[src/rtl/page_stream_in_q_if.sv]
// Link bundle between an upstream page output queue and the receive-side stream queue.
// The queue side uses the slave modport; the side that drives tokens and consumes the head uses master.
interface page_stream_in_q_if #(
   parameter int DW = 9,
   parameter int AW = 4
);
   logic [DW-1:0] qin_d;
   logic          qin_e;
   logic          qin_v;
   logic          qin_b;
   logic [DW-1:0] qout_d;
   logic          qout_e;
   logic          qout_v;
   logic          qout_b;
   logic [AW:0]   count;
   logic          ovf_err;

   modport slave (
      input  qin_d, qin_e, qin_v, qout_b,
      output qin_b, qout_d, qout_e, qout_v, count, ovf_err
   );

   modport master (
      output qin_d, qin_e, qin_v, qout_b,
      input  qin_b, qout_d, qout_e, qout_v, count, ovf_err
   );
endinterface

[src/rtl/page_stream_in_q.sv]
// Receive-side FWFT token queue for one page input. It raises qin_b early so that
// SLACK tokens already in flight on the link still find free storage.
module page_stream_in_q #(
   parameter int DEPTH = 16,
   parameter int AW    = 4,
   parameter int DW    = 9,
   parameter int SLACK = 2
) (
   input  logic              clock,
   input  logic              reset,
   page_stream_in_q_if.slave q
);

   localparam logic [AW:0] FULL   = (AW+1)'(DEPTH);
   localparam logic [AW:0] THRESH = (AW+1)'(DEPTH - SLACK);

   logic [DW:0]   mem [DEPTH];
   logic [AW-1:0] rd_ptr;
   logic [AW-1:0] wr_ptr;
   logic [AW:0]   count;
   logic [AW:0]   count_next;
   logic          qin_b;
   logic          ovf_err;
   logic          full;
   logic          nonempty;
   logic          push;
   logic          pop;

   assign full     = (count == FULL);
   assign nonempty = (count != '0);
   assign pop      = nonempty & ~q.qout_b;
   // A pop on the same edge frees the slot, so a full queue can still accept.
   assign push     = q.qin_v & (~full | pop);

   always_comb begin
      count_next = count;
      if (push && !pop)
         count_next = count + (AW+1)'(1);
      else if (pop && !push)
         count_next = count - (AW+1)'(1);
   end

   always_ff @(posedge clock) begin
      if (reset) begin
         count   <= '0;
         rd_ptr  <= '0;
         wr_ptr  <= '0;
         qin_b   <= 1'b0;
         ovf_err <= 1'b0;
      end else begin
         if (push)
            wr_ptr <= wr_ptr + AW'(1);
         if (pop)
            rd_ptr <= rd_ptr + AW'(1);
         count <= count_next;
         qin_b <= (count_next >= THRESH);
         if (q.qin_v && !push)
            ovf_err <= 1'b1;
      end
   end

   // Storage is deliberately not cleared by reset; qout_v masks stale entries.
   always_ff @(posedge clock) begin
      if (push && !reset)
         mem[wr_ptr] <= {q.qin_d, q.qin_e};
   end

   assign q.qin_b   = qin_b;
   assign q.qout_v  = nonempty;
   assign q.qout_d  = mem[rd_ptr][DW:1];
   assign q.qout_e  = mem[rd_ptr][0];
   assign q.count   = count;
   assign q.ovf_err = ovf_err;

endmodule

[src/flat_wrapper.sv]
// flat-port wrapper written by rule: the top's interface ports become plain ports
module page_stream_in_q_flat 
#(
   parameter int DEPTH = 16,
   parameter int AW    = 4,
   parameter int DW    = 9,
   parameter int SLACK = 2
)
  (clock, reset, q_qin_d, q_qin_e, q_qin_v, q_qout_b, q_qin_b, q_qout_d, q_qout_e, q_qout_v, q_count, q_ovf_err);
  page_stream_in_q_if #(.DW(DW), .AW(AW)) q_i ();
  input  logic clock;
  input  logic reset;
  input wire logic [$bits(q_i.qin_d)-1:0] q_qin_d;
  input wire logic [$bits(q_i.qin_e)-1:0] q_qin_e;
  input wire logic [$bits(q_i.qin_v)-1:0] q_qin_v;
  input wire logic [$bits(q_i.qout_b)-1:0] q_qout_b;
  output wire logic [$bits(q_i.qin_b)-1:0] q_qin_b;
  output wire logic [$bits(q_i.qout_d)-1:0] q_qout_d;
  output wire logic [$bits(q_i.qout_e)-1:0] q_qout_e;
  output wire logic [$bits(q_i.qout_v)-1:0] q_qout_v;
  output wire logic [$bits(q_i.count)-1:0] q_count;
  output wire logic [$bits(q_i.ovf_err)-1:0] q_ovf_err;
  assign q_i.qin_d = q_qin_d;
  assign q_i.qin_e = q_qin_e;
  assign q_i.qin_v = q_qin_v;
  assign q_i.qout_b = q_qout_b;
  assign q_qin_b = q_i.qin_b;
  assign q_qout_d = q_i.qout_d;
  assign q_qout_e = q_i.qout_e;
  assign q_qout_v = q_i.qout_v;
  assign q_count = q_i.count;
  assign q_ovf_err = q_i.ovf_err;
  page_stream_in_q #(.DEPTH(DEPTH), .AW(AW), .DW(DW), .SLACK(SLACK)) u_core (.clock(clock), .reset(reset), .q(q_i));
endmodule
[config.mk]
export PLATFORM = sky130hd
export DESIGN_NAME = page_stream_in_q_flat
export DESIGN_NICKNAME = d
export VERILOG_FILES = /design/src/rtl/page_stream_in_q_if.sv /design/src/rtl/page_stream_in_q.sv /design/src/flat_wrapper.sv
export SDC_FILE = /design/constraint.sdc
export NUM_CORES = 1
export LEC_CHECK = 0
export CORE_UTILIZATION = 45
export CTS_CLUSTER_DIAMETER = 40
export DETAILED_ROUTE_END_ITERATION = 8
export GPL_ROUTABILITY_DRIVEN = 0
export PLACE_DENSITY_LB_ADDON = 0.05
export SLEW_MARGIN = 25
export SYNTH_ARGS = -nofsm -noshare
export SYNTH_HDL_FRONTEND = slang
export SYNTH_SLANG_ARGS = --single-unit
[constraint.sdc]
create_clock -name clock -period 5.5 [get_ports clock]
set_input_delay 0.825 -clock clock [delete_from_list [all_inputs] [get_ports clock]]
set_output_delay 0.825 -clock clock [all_outputs]
set_load 0.02 [all_outputs]
After elaboration in Yosys (flattened, before gate mapping)
Memory sizes are Yosys's and may differ from the RTL's. A register that Yosys moved wholly into a read port is not among the register bits.
Index checks and enable logic that the tools add are counted.
{"block": "word_totals", "n_memories": 1, "ramBits": 160, "latchBits": 0, "input_bits": 14, "wordCells": 31, "output_inout_bits": 18, "mem_bits_ro": 0, "regBits": 15}
{"name": "u_core.mem", "depth": 16, "width": 10, "rd": 1, "rd_ports_with_merged_regs": 1, "wr": 1, "line": "page_stream_in_q.sv:17", "text": "logic [DW:0] mem [DEPTH];"}
{"block": "classes", "n_bitwise": 5, "n_div": 0, "shift": 0, "n_mux": 6, "reduce_logical": 8, "n_mul": 0, "n_eq_ne": 1, "magnitude_cmp": 1, "add_sub_neg": 4}
{"cell": "5-bit two-way mux", "n": 2}
{"cell": "4-bit by 1-bit adder with 4-bit output, second input constant", "n": 2}
{"cell": "4-bit two-way mux", "n": 2}
{"cell": "5-bit by 1-bit adder with 5-bit output, second input constant", "n": 1}
{"cell": "5-bit == test, second input constant", "n": 1}
{"cell": "5-bit by 4-bit greater-or-equal comparator with 1-bit output, second input constant", "n": 1}
{"cell": "5-bit nonzero test", "n": 1}
{"cell": "5-bit by 1-bit subtractor with 5-bit output, second input constant", "n": 1}
{"cell": "1-bit logical AND", "n": 4}
{"cell": "1-bit logical NOT", "n": 3}
{"cell": "1-bit AND", "n": 2}
{"cell": "1-bit two-way mux", "n": 2}
{"cell": "1-bit inverter", "n": 2}
{"cell": "1-bit OR", "n": 1}

Logic depth before layout (Yosys ltp)
{"block": "logic_depth", "ltp_word": 9, "ltp_mapped": 9, "mapped_depth_nobuf": 7}

Worst setup path after synthesis
OpenSTA, ideal clock, no wires.
{"block": "synth_path", "path_kind": "register to output", "startpoint": "register with a tool-made name", "endpoint": "output port q_qout_d[0]", "required_ns": 4.675, "stages_incl_launch_ff": 5, "arrival_time_ns": 1.764, "path_buffers": 2, "slack_ns": 2.911, "path_cell_list": "dfxtp_1 clkbuf_1 buf_2 mux4_2 mux4_2"}
{"element": "end: declaration", "line": "flat_wrapper.sv:18", "text": "output wire logic [$bits(q_i.qout_d)-1:0] q_qout_d;"}

==> impl_metrics.csv <==
group,metric,value,unit
status,status,"completed",
die,die_y,127,µm
timing,max_clock_freq,278,MHz
logic_synthesis,ys_warn_count,0,
run,max-cap-violations,0,
die,io_pins,32,
die,rows,45,
worst_hold_path,hold_start,"u_core.q.ovf_err",
power_and_ir_drop,p_leak,2.58,nW
worst_setup_path,r2r_start,"u_core.q.count[0]",
drt,drt_iter0_markers,311,
logic_synthesis,synth.avg_cell_area,19.8,µm²
timing,min_period,3.60,ns
cells_and_area,syn2layout_area_growth,16.5,%
power_and_ir_drop,ir_worst_vdd,0.225,mV
placed_design,pre_cts_ws,2.07,ns
timing,fin_ws,1.90,ns
timing,final.setup.tns,0,ns
worst_setup_path,max_stage_delay,0.57,ns
clock_network,clkLatencyLatePin,0.42,ns
worst_setup_path,cp_slowest_cell,"mux4_2",
worst_setup_path,critPathLaunchType,"flip-flop",
clock_network,hold_buffers,0,
worst_setup_path,crit_path_frequent_cell,"mux4_2",
power_and_ir_drop,power.density,417,nW/µm²
global_route,grt.overflow.total,0,
die,die_area,16200,µm²
global_route,grt_pass1_wl,21600,µm
logic_synthesis,synth_top_area_share,68.1,%
cells_and_area,fin_nets,423,
cells_and_area,final_common_cell,"edfxtp_1",
worst_setup_path,path_delay_family,"multiplexers",
timing,fin_crit_sh,65.5,%
drt,viasPerCell,5.45,
die,start_util,46.2,%
cells_and_area,final_layout_size_suffix_gt1_share,24.6,%
logic_synthesis,ys_ff_latch,179,
die,core,15300,µm²
cells_and_area,insertedDiodeCount,0,
logic_synthesis,synth_fp_nets,378,
die,die_w,127,µm
logic_synthesis,synth_top_area_cell,"edfxtp_1",
timing,rsz0062_at_grt,"no",
clock_network,cts_root_buffer,"clkbuf_16",
worst_setup_path,end_kind,"output pin",
timing,max_slew_margin,33.6,%
clock_network,cts_tree,"done",
clock_network,h-tree-depth,4,
clock_network,clock_sinks,179,
clock_network,cts_resized,0,
cells_and_area,final_cell_mix,"160 x edfxtp_1, 50 x mux4_2, 32 x nor2_1",
logic_synthesis,synthCells,357,
placed_design,port_buffers,31,
drt,drt-total-wl,14200,µm
clock_network,numCtsBuffers,17,
drt,num_vias,3407,
clock_network,cts_setup_buffers,0,
logic_synthesis,synth_area_leaders,"edfxtp_1 68%, mux4_2 16%, dfxtp_1 5.4%",
drt,wire_per_inst,22.7,µm
drt,drt_first_pass_iters,4,
worst_setup_path,cp.required,4.68,ns
worst_setup_path,cp.arrival,2.78,ns
logic_synthesis,ys_seq_area_share,73.5,%
timing,tightestPinTransition,0.995,ns
worst_setup_path,critical_path.cell_chain,"buf_4 -> mux4_2 -> mux4_2 -> clkdlybuf4s50_1",
global_route,antenna_found_initial,0,
worst_setup_path,crit_buf_inv,2,
worst_hold_path,hold_path_class,"flip-flop to flip-flop",
clock_network,path_clk_slew,0.06,ns
worst_setup_path,crit_type,"flip-flop to output pin",
global_route,grt_max_degree,41,
placed_design,dpl.hpwl,8270,µm
global_route,grt_usage,19.4,%
timing,finalHoldViolations,0,
worst_setup_path,critical_path.max_fanout,21,
timing,hold_ws,0.478,ns
logic_synthesis,ys_types,37,
logic_synthesis,syn_area,7050,µm²
drt,ant_nets,0,
timing,setup_viol,0,
timing,fin_skew,0.00501,ns
clock_network,clk_path_buf_depth,2,
global_route,grt_pass1_vias,3417,
drt,drcViolationCount,0,
timing,timing.final.max_slew_violations,0,
[worst register-to-register path, cell delays in order (launching register included)]
cell and delay, ns:
dfxtp_1 0.43, inv_1 0.07, ha_1 0.25, or3b_1 0.36
o21a_1 0.36, nand2_1 0.20, nor2_2 0.80
[report_power, final]
group          leakage [nW]  internal (W)  switching (W)
logic                 0.716      0.000390       0.000330
clock network         0.267      0.000658       0.000474
registers              1.60       0.00151      0.0000602
[state kept, by name, indices dropped and copies added, names as in the netlist, named ones only]
| register | flops |
|---|---|
| u_core.q.count | 5 |
| u_core.q.ovf_err | 1 |
| u_core.rd_ptr | 4 |
| u_core.mem | 160 |
| u_core.q.qin_b | 1 |
| u_core.wr_ptr | 4 |
[final timing paths]
check	to	depth (start not counted)	slack [ns]
max reg2reg	u_core.mem[4][3]	6	2.64
min	u_core.q.ovf_err	1	0.48
max	q_qout_d[1]	4	1.90
min reg2reg	u_core.q.ovf_err	1	0.48
[cell usage after synthesis (all sizes together)]
library cell and instances:
edfxtp 160, mux4 50, nor2 37, dfxtp 19
nand2 11, buf 9, clkbuf 9, inv 8
ha 7, a21oi 6, xor2 5, nand3 4
xnor2 4, nand4 3, o21a 3, a22oi 2
nor4 2, o21ai 2, o32ai 2, a21boi 1
a311oi 1, and2 1, mux2i 1, nand2b 1
nor2b 1, nor3 1, nor4b 1, o221ai 1
o22ai 1, o31a 1, or2 1, or3 1
or3b 1
[layout make-up]
type,instances,area [µm²]
clock inverter,12,116
inverter,8,30.0
sequential,179,5190
multi-input combinational,152,1770
timing repair buffer,44,408
fill,1206,7040
tap,211,264
clock buffer,19,433
[stage by stage]
stage	area (µm²)	power, W	instances	utilization [%]
after floorplan	7050	0.00212	357	-
after global placement	7660	0.00234	594	50.2
after detailed placement	7670	0.00234	594	50.2
after CTS	8220	0.00346	625	53.8
after global routing	8220	0.00357	625	53.8
final	8220	0.00343	625	53.8
[layer usage]
metal  part of all wire, %  global-route usage (%)  routed length [µm]  up-vias
met3                   4.7                    4.73                 665       21
met4                   1.8                    7.21                 255        0
met1                    46                    27.0                6560     1784
met2                    47                    30.1                6710       82
li1                      -                       -                   -     1520
met5                     0                       0                   0        -
[logic make-up after synthesis]
kind of cell | count (synthesis) | synth area share (%)
simple gates | 65 | 4.29
flops | 179 | 73.5
compound gates | 20 | 2.22
xor+xnor | 9 | 1.12
buf+inv | 26 | 1.53
fa+ha+maj | 7 | 1.24
mux | 51 | 16.1
Power figures use the tool's default switching activity.
